**config.mk**
```make
export PLATFORM = sky130hd
export DESIGN_NAME = pipe_ctrl
export DESIGN_NICKNAME = d
export VERILOG_FILES = /design/src/rtl/pipe_ctrl_pkg.sv /design/src/rtl/pipe_ctrl_fwd_sel.sv /design/src/rtl/pipe_ctrl.sv
export SDC_FILE = /design/constraint.sdc
export NUM_CORES = 1
export LEC_CHECK = 0
export BUFFER_PORTS_ARGS = -buffer_cell sky130_fd_sc_hd__buf_2
export CORE_MARGIN = 4
export CORE_UTILIZATION = 51
export DETAILED_ROUTE_END_ITERATION = 8
export GPL_ROUTABILITY_DRIVEN = 0
export PLACE_DENSITY = 0.79
export SLEW_MARGIN = 15
export SYNTH_ARGS = -nofsm -noshare
export SYNTH_HDL_FRONTEND = slang
export SYNTH_SLANG_ARGS = --single-unit
```
**constraint.sdc**
```tcl
create_clock -name clk -period 4.4 [get_ports clk]
set_input_delay 0 -clock clk [delete_from_list [all_inputs] [get_ports clk]]
set_output_delay 0 -clock clk [all_outputs]
set_load 0.005 [all_outputs]
```
**src/rtl/pipe_ctrl_pkg.sv**
```systemverilog
// Shared encodings for the pipeline sequencing controller: FSM states,
// forwarding selects and the mult/div function codes seen by the decoder.
package pipe_ctrl_pkg;

    localparam int unsigned REG_W = 5;
    localparam int unsigned SEL_W = 2;

    localparam logic [1:0] PC_RUN       = 2'd0;
    localparam logic [1:0] PC_LOAD_WAIT = 2'd1;
    localparam logic [1:0] PC_MD_WAIT   = 2'd2;

    localparam logic [SEL_W-1:0] FWD_RF  = 2'b00;
    localparam logic [SEL_W-1:0] FWD_EXE = 2'b01;
    localparam logic [SEL_W-1:0] FWD_MEM = 2'b10;

    localparam logic [5:0] FUNC_MULT  = 6'h18;
    localparam logic [5:0] FUNC_MULTU = 6'h19;
    localparam logic [5:0] FUNC_DIV   = 6'h1a;
    localparam logic [5:0] FUNC_DIVU  = 6'h1b;

    // Decoder helper: R-type func field selects a multi-cycle mult/div op.
    function automatic logic is_muldiv_func(input logic [5:0] func);
        return (func == FUNC_MULT) || (func == FUNC_MULTU) ||
               (func == FUNC_DIV)  || (func == FUNC_DIVU);
    endfunction

endpackage

```
**src/rtl/pipe_ctrl_fwd_sel.sv**
```systemverilog
// Forwarding source select for one ID operand; EXE beats MEM, $0 never matches.
module pipe_ctrl_fwd_sel
    import pipe_ctrl_pkg::*;
(
    input  logic [REG_W-1:0] src,
    input  logic             rena,
    input  logic [REG_W-1:0] exe_waddr,
    input  logic             exe_wena,
    input  logic [REG_W-1:0] mem_waddr,
    input  logic             mem_wena,
    output logic             exe_match_c,
    output logic [SEL_W-1:0] sel_c
);

    logic mem_match;

    always_comb begin
        exe_match_c = exe_wena && rena && (exe_waddr == src) && (exe_waddr != REG_W'(0));
        mem_match   = mem_wena && rena && (mem_waddr == src) && (mem_waddr != REG_W'(0));
        sel_c       = FWD_RF;
        if (exe_match_c) begin
            sel_c = FWD_EXE;
        end else if (mem_match) begin
            sel_c = FWD_MEM;
        end
    end

endmodule

```
**src/rtl/pipe_ctrl.sv**
```systemverilog
// Pipeline sequencing controller: load-use interlock, mult/div issue with
// timeout watchdog, branch squash, forwarding selects and perf counters.
module pipe_ctrl
    import pipe_ctrl_pkg::*;
#(
    parameter int unsigned MD_TIMEOUT = 40,
    parameter int unsigned CNT_W      = 32
) (
    input  logic                 clk,
    input  logic                 rst,
    input  logic                 id_valid,
    input  logic [REG_W-1:0]     id_rs,
    input  logic [REG_W-1:0]     id_rt,
    input  logic                 id_rena1,
    input  logic                 id_rena2,
    input  logic                 id_is_muldiv,
    input  logic                 branch_taken,
    input  logic [REG_W-1:0]     exe_waddr,
    input  logic                 exe_wena,
    input  logic                 exe_is_load,
    input  logic [REG_W-1:0]     mem_waddr,
    input  logic                 mem_wena,
    input  logic                 muldiv_done,
    output logic                 pc_stall,
    output logic                 if_id_stall,
    output logic                 id_exe_bubble,
    output logic                 if_id_flush,
    output logic                 muldiv_start,
    output logic [SEL_W-1:0]     fwd_rs_sel,
    output logic [SEL_W-1:0]     fwd_rt_sel,
    output logic                 md_err,
    output logic [CNT_W-1:0]     stall_cycles,
    output logic [15:0]          flush_count
);

    localparam int unsigned MD_CNT_W = $clog2(MD_TIMEOUT + 1);

    logic [1:0]          state_q, state_d;
    logic [MD_CNT_W-1:0] md_cnt_q, md_cnt_d;
    logic                md_err_q, md_err_d;
    logic [CNT_W-1:0]    stall_cycles_q, stall_cycles_d;
    logic [15:0]         flush_count_q, flush_count_d;

    logic             rs_exe_match, rt_exe_match;
    logic [SEL_W-1:0] rs_sel, rt_sel;
    logic             load_use;
    logic             stall_all;

    pipe_ctrl_fwd_sel u_fwd_rs (
        .src         (id_rs),
        .rena        (id_rena1),
        .exe_waddr   (exe_waddr),
        .exe_wena    (exe_wena),
        .mem_waddr   (mem_waddr),
        .mem_wena    (mem_wena),
        .exe_match_c (rs_exe_match),
        .sel_c       (rs_sel)
    );

    pipe_ctrl_fwd_sel u_fwd_rt (
        .src         (id_rt),
        .rena        (id_rena2),
        .exe_waddr   (exe_waddr),
        .exe_wena    (exe_wena),
        .mem_waddr   (mem_waddr),
        .mem_wena    (mem_wena),
        .exe_match_c (rt_exe_match),
        .sel_c       (rt_sel)
    );

    // Load-use only interlocks from RUN; in LOAD_WAIT the load has moved to MEM.
    assign load_use = id_valid && exe_is_load && (rs_exe_match || rt_exe_match) &&
                      (state_q == PC_RUN);

    always_comb begin
        state_d      = state_q;
        md_cnt_d     = md_cnt_q;
        md_err_d     = md_err_q;
        stall_all    = 1'b0;
        if_id_flush  = 1'b0;
        muldiv_start = 1'b0;

        case (state_q)
            PC_RUN, PC_LOAD_WAIT: begin
                if (load_use) begin
                    stall_all = 1'b1;
                    state_d   = PC_LOAD_WAIT;
                end else if (id_valid && id_is_muldiv) begin
                    stall_all    = 1'b1;
                    muldiv_start = 1'b1;
                    md_cnt_d     = '0;
                    state_d      = PC_MD_WAIT;
                end else begin
                    if_id_flush = branch_taken;
                    state_d     = PC_RUN;
                end
            end
            PC_MD_WAIT: begin
                // Done wins over a coincident timeout; either releases ID this cycle.
                if (muldiv_done) begin
                    state_d = PC_RUN;
                end else if (md_cnt_q == MD_CNT_W'(MD_TIMEOUT - 1)) begin
                    md_err_d = 1'b1;
                    state_d  = PC_RUN;
                end else begin
                    stall_all = 1'b1;
                    md_cnt_d  = md_cnt_q + MD_CNT_W'(1);
                end
            end
            default: state_d = PC_RUN;
        endcase

        if (rst) begin
            stall_all    = 1'b0;
            if_id_flush  = 1'b0;
            muldiv_start = 1'b0;
        end

        pc_stall      = stall_all;
        if_id_stall   = stall_all;
        id_exe_bubble = stall_all;
        fwd_rs_sel    = rst ? FWD_RF : rs_sel;
        fwd_rt_sel    = rst ? FWD_RF : rt_sel;

        stall_cycles_d = stall_cycles_q + CNT_W'(stall_all);
        flush_count_d  = flush_count_q;
        if (if_id_flush && (flush_count_q != 16'hFFFF)) begin
            flush_count_d = flush_count_q + 16'd1;
        end
    end

    always_ff @(posedge clk) begin
        if (rst) begin
            state_q        <= PC_RUN;
            md_cnt_q       <= '0;
            md_err_q       <= 1'b0;
            stall_cycles_q <= '0;
            flush_count_q  <= '0;
        end else begin
            state_q        <= state_d;
            md_cnt_q       <= md_cnt_d;
            md_err_q       <= md_err_d;
            stall_cycles_q <= stall_cycles_d;
            flush_count_q  <= flush_count_d;
        end
    end

    assign md_err       = md_err_q;
    assign stall_cycles = stall_cycles_q;
    assign flush_count  = flush_count_q;

endmodule

```
==> impl_metrics.env <==
export IMPL_status="finished, final reports clean"
export IMPL_crit_fanout=6
export IMPL_initial_core_util=0.5276
export IMPL_initialDrtViolationCount=184
export IMPL_numCtsBuffers=9
export IMPL_antenna_cells=0
export IMPL_clockBufferDepth=2
export IMPL_synth_seq_cells=57
export IMPL_syn_cell_area_sq_um=2923
export IMPL_yosysWarnings=0
export IMPL_grt_overflow=0
export IMPL_worstPathRequired_ns=4.60
export IMPL_setup_viol=0
export IMPL_placed_area_sq_um=3417
export IMPL_routed_wl_mm=7.226
export IMPL_antenna_found_initial=0
export IMPL_synth_top_area_cell="dfxtp_1"
export IMPL_wl_met1_mm=3.205
export IMPL_rsz0062_at_grt="false"
export IMPL_avgSynthCellArea_sq_um=8.447
export IMPL_slew_violations=0
export IMPL_skew_ns=0.006804
export IMPL_coreArea_sq_um=5540
export IMPL_dpl_cell_count=497
export IMPL_final_fill_count=489
export IMPL_fin_util=0.6606
export IMPL_die_w_microns=83.71
export IMPL_synth_edf_count=0
export IMPL_seqPwrFrac=0.438
export IMPL_grt_max_degree=68
export IMPL_min_path_type="in2reg"
export IMPL_power_density_nw_per_um2=327.4
export IMPL_num_rows=27
export IMPL_critPathLaunchType="register"
export IMPL_max_freq_mhz=266.8
export IMPL_worst_slew_pin_transition_ns=0.6499
export IMPL_postRouteAntennaNets=0
export IMPL_vias_per_cell=5.558
export IMPL_final_cell_mix="buf_2 (88), dfxtp_1 (57), nor2_1 (51)"
export IMPL_final_common_cell="buf_2"
export IMPL_cts_tree="yes"
export IMPL_finalCriticalPeriod_ns=3.748
export IMPL_reg2regPathDepth=13
export IMPL_clk_pin_slew_ns=0.07
export IMPL_p_sw_mw=0.2589
export IMPL_synth_top_cell_area_share=0.3904
export IMPL_track_usage=0.2122
export IMPL_cpMostUsedCell="ha_1"
export IMPL_slew_headroom=0.5667
export IMPL_final_cell_area_sq_um=3660
export IMPL_clock_sinks=57
export IMPL_synth_cells=346
export IMPL_hold_viol=0
export IMPL_syn_to_final_growth_pct=25.21
export IMPL_worstHoldStart="muldiv_done"
export IMPL_critPathBufInv=1
export IMPL_power_ir_vdd_worst_uv=189.6
export IMPL_vias=2851
export IMPL_die_h_microns=83.71
export IMPL_timing_final_ws_setup_ns=0.6516
export IMPL_crit_path_end_kind="register"
export IMPL_drcViolationCount=0
export IMPL_dr_max_layer_used="met4"
export IMPL_p_leak_nw=1.535
export IMPL_grt_pass1_wl_mm=12.32
export IMPL_pre_cts_ws_ns=0.6998
export IMPL_synthTopCellsByArea="dfxtp_1 (39%), xor2_1 (11%), nor2_1 (6.5%)"
export IMPL_regToRegStartpoint="md_cnt_q[0]"
export IMPL_syn_nets=381
export IMPL_p_int_mw=0.9392
export IMPL_final_cells=513
export IMPL_root_buffer="clkbuf_8"
export IMPL_first_global_vias=2723
export IMPL_first_pass_iters=4
export IMPL_drive_gt1_frac=0.2698
export IMPL_p_comb_frac=0.064
export IMPL_cap_violations=0
export IMPL_tns_ns=0
export IMPL_holdPathStages=4
export IMPL_drt_wirelength_per_cell_microns=14.09
export IMPL_synthArstFlopShare=0
export IMPL_synth_yosys_seq_area_share=0.3904
export IMPL_crit_path_cell_trace="ha_1, nor4bb_1, a211oi_1, nor2_1, a221oi_1, ha_1, ha_1, nand3_1, nor4_1, buf_4, nand4_1, xor2_1, nor2_1"
export IMPL_p_sw_frac=0.2161
export IMPL_path_delay_family="simple AND/OR/NAND/NOR gates"
export IMPL_reg2reg_to="stall_cycles[22]"
export IMPL_hold_end="md_err"
export IMPL_dr_wl_met3_microns=547
export IMPL_worst_setup_path_type="reg2reg"
export IMPL_p_clk_frac=0.498
export IMPL_io_pins=89
export IMPL_htreeDepth=3
export IMPL_cp_arrival_ns=3.95
export IMPL_crit_path_max_incr_delay_ns=0.55
export IMPL_synth_top_flop_cell="dfxtp_1"
export IMPL_finalCritPeriodShare=0.8519
export IMPL_ys_types=36
export IMPL_hold_buffers=0
export IMPL_ff2ff_setup_slack_ns=0.65
export IMPL_cts_resized=0
export IMPL_port_buffers=88
export IMPL_dp_hpwl_mm=5.208
export IMPL_final_nets=471
export IMPL_cts_setup_buffers=0
export IMPL_cp_slowest_cell="a211oi_1"
export IMPL_clk_latency_ns=0.34
export IMPL_wl_met2_mm=3.274
export IMPL_dieArea_sq_um=7007
[cells in the mapped netlist (5+ instances only)]
| cell | instances |
|---|---|
| nor2_1 | 51 |
| xnor2_1 | 10 |
| and4_1 | 6 |
| clkbuf_1 | 8 |
| or4_1 | 10 |
| nand4_1 | 17 |
| mux2_2 | 6 |
| o21ai_0 | 8 |
| a21oi_1 | 18 |
| nor2b_1 | 9 |
| nand2_1 | 17 |
| or3_1 | 6 |
| o31ai_1 | 7 |
| inv_1 | 5 |
| xor2_1 | 38 |
| nor4_1 | 8 |
| dfxtp_1 | 57 |
| nand3_1 | 23 |
| nor3_1 | 8 |
[cell type report]
type                    count  area [sq um]  share of cell area
multi-input cells         271          1697              0.4636
inverters                   5         18.77            0.005128
flip-flops and latches     57          1141              0.3118
repair buffers             92         470.5              0.1285
clock inverters             6         105.1             0.02872
clock buffers              10         137.6             0.03761
well taps                  72         90.09             0.02462
[cell families (layout without fill, tap and decap cells)]
logic type / count (synthesis) / count (layout) / share of synthesized area
adders and majority gates: 4 / 4 / 0.01712
DFF: 57 / 57 / 0.3904
muxes: 6 / 6 / 0.02311
buffers and inverters: 18 / 113 / 0.02911
and+or+nand+nor: 171 / 171 / 0.3086
xor gates and xnor gates: 48 / 48 / 0.1438
AOI/OAI and AO/OA: 42 / 42 / 0.08776
[stage by stage]
stage / power (mW) / hold WS [ns]
after CTS: 1.208 / 0.01141
after floorplan: 0.5770 / 0.09205
after global routing: 1.239 / 0.03503
final: 1.198 / 0.01166
after global placement: 0.6098 / 0.3239
after detailed placement: 0.6119 / 0.3267
[layer usage]
layer	global-route usage	vias to the layer above
met5	0	-
met4	0.1096	0
met3	0.04442	17
met2	0.3442	109
met1	0.2641	1306
li1	-	1419
[sequential cells by signal, summed over array words and instances, names as in the netlist]
signal	cells
flush_count	16
stall_cycles	32
md_err	1
state_q	2
md_cnt_q	6
[how the worst max path moves through the flow]
stage | cells past startpoint | end | startpoint | slack [ns]
3_5_place_dp | 13 | stall_cycles[22] | md_cnt_q[0] | 0.70
4_1_cts | 13 | stall_cycles[22] | md_cnt_q[0] | 0.67
6_report | 13 | stall_cycles[22] | md_cnt_q[0] | 0.65
2_1_floorplan | 13 | stall_cycles[26] | state_q[1] | 0.72
3_3_place_gp | 13 | stall_cycles[22] | md_cnt_q[0] | 0.91
5_1_grt | 13 | stall_cycles[22] | md_cnt_q[0] | 0.22
[power by group through the flow]
stage	sequential (mW)	combinational (mW)	clock (mW)
final	0.524	0.0764	0.597
after global routing	0.524	0.0853	0.630
after CTS	0.524	0.0768	0.607
after detailed placement	0.536	0.0762	0
after global placement	0.536	0.0742	0
after floorplan	0.535	0.0423	0
[worst reg2reg max path: stages (launching register included)]
cell,delay [ns]
dfxtp_1,0.34
ha_1,0.24
nor4bb_1,0.16
a211oi_1,0.55
nor2_1,0.20
a221oi_1,0.51
ha_1,0.31
ha_1,0.25
nand3_1,0.22
nor4_1,0.33
buf_4,0.19
nand4_1,0.12
xor2_1,0.16
nor2_1,0.05
Note: power is estimated with default switching activity, not from simulation.
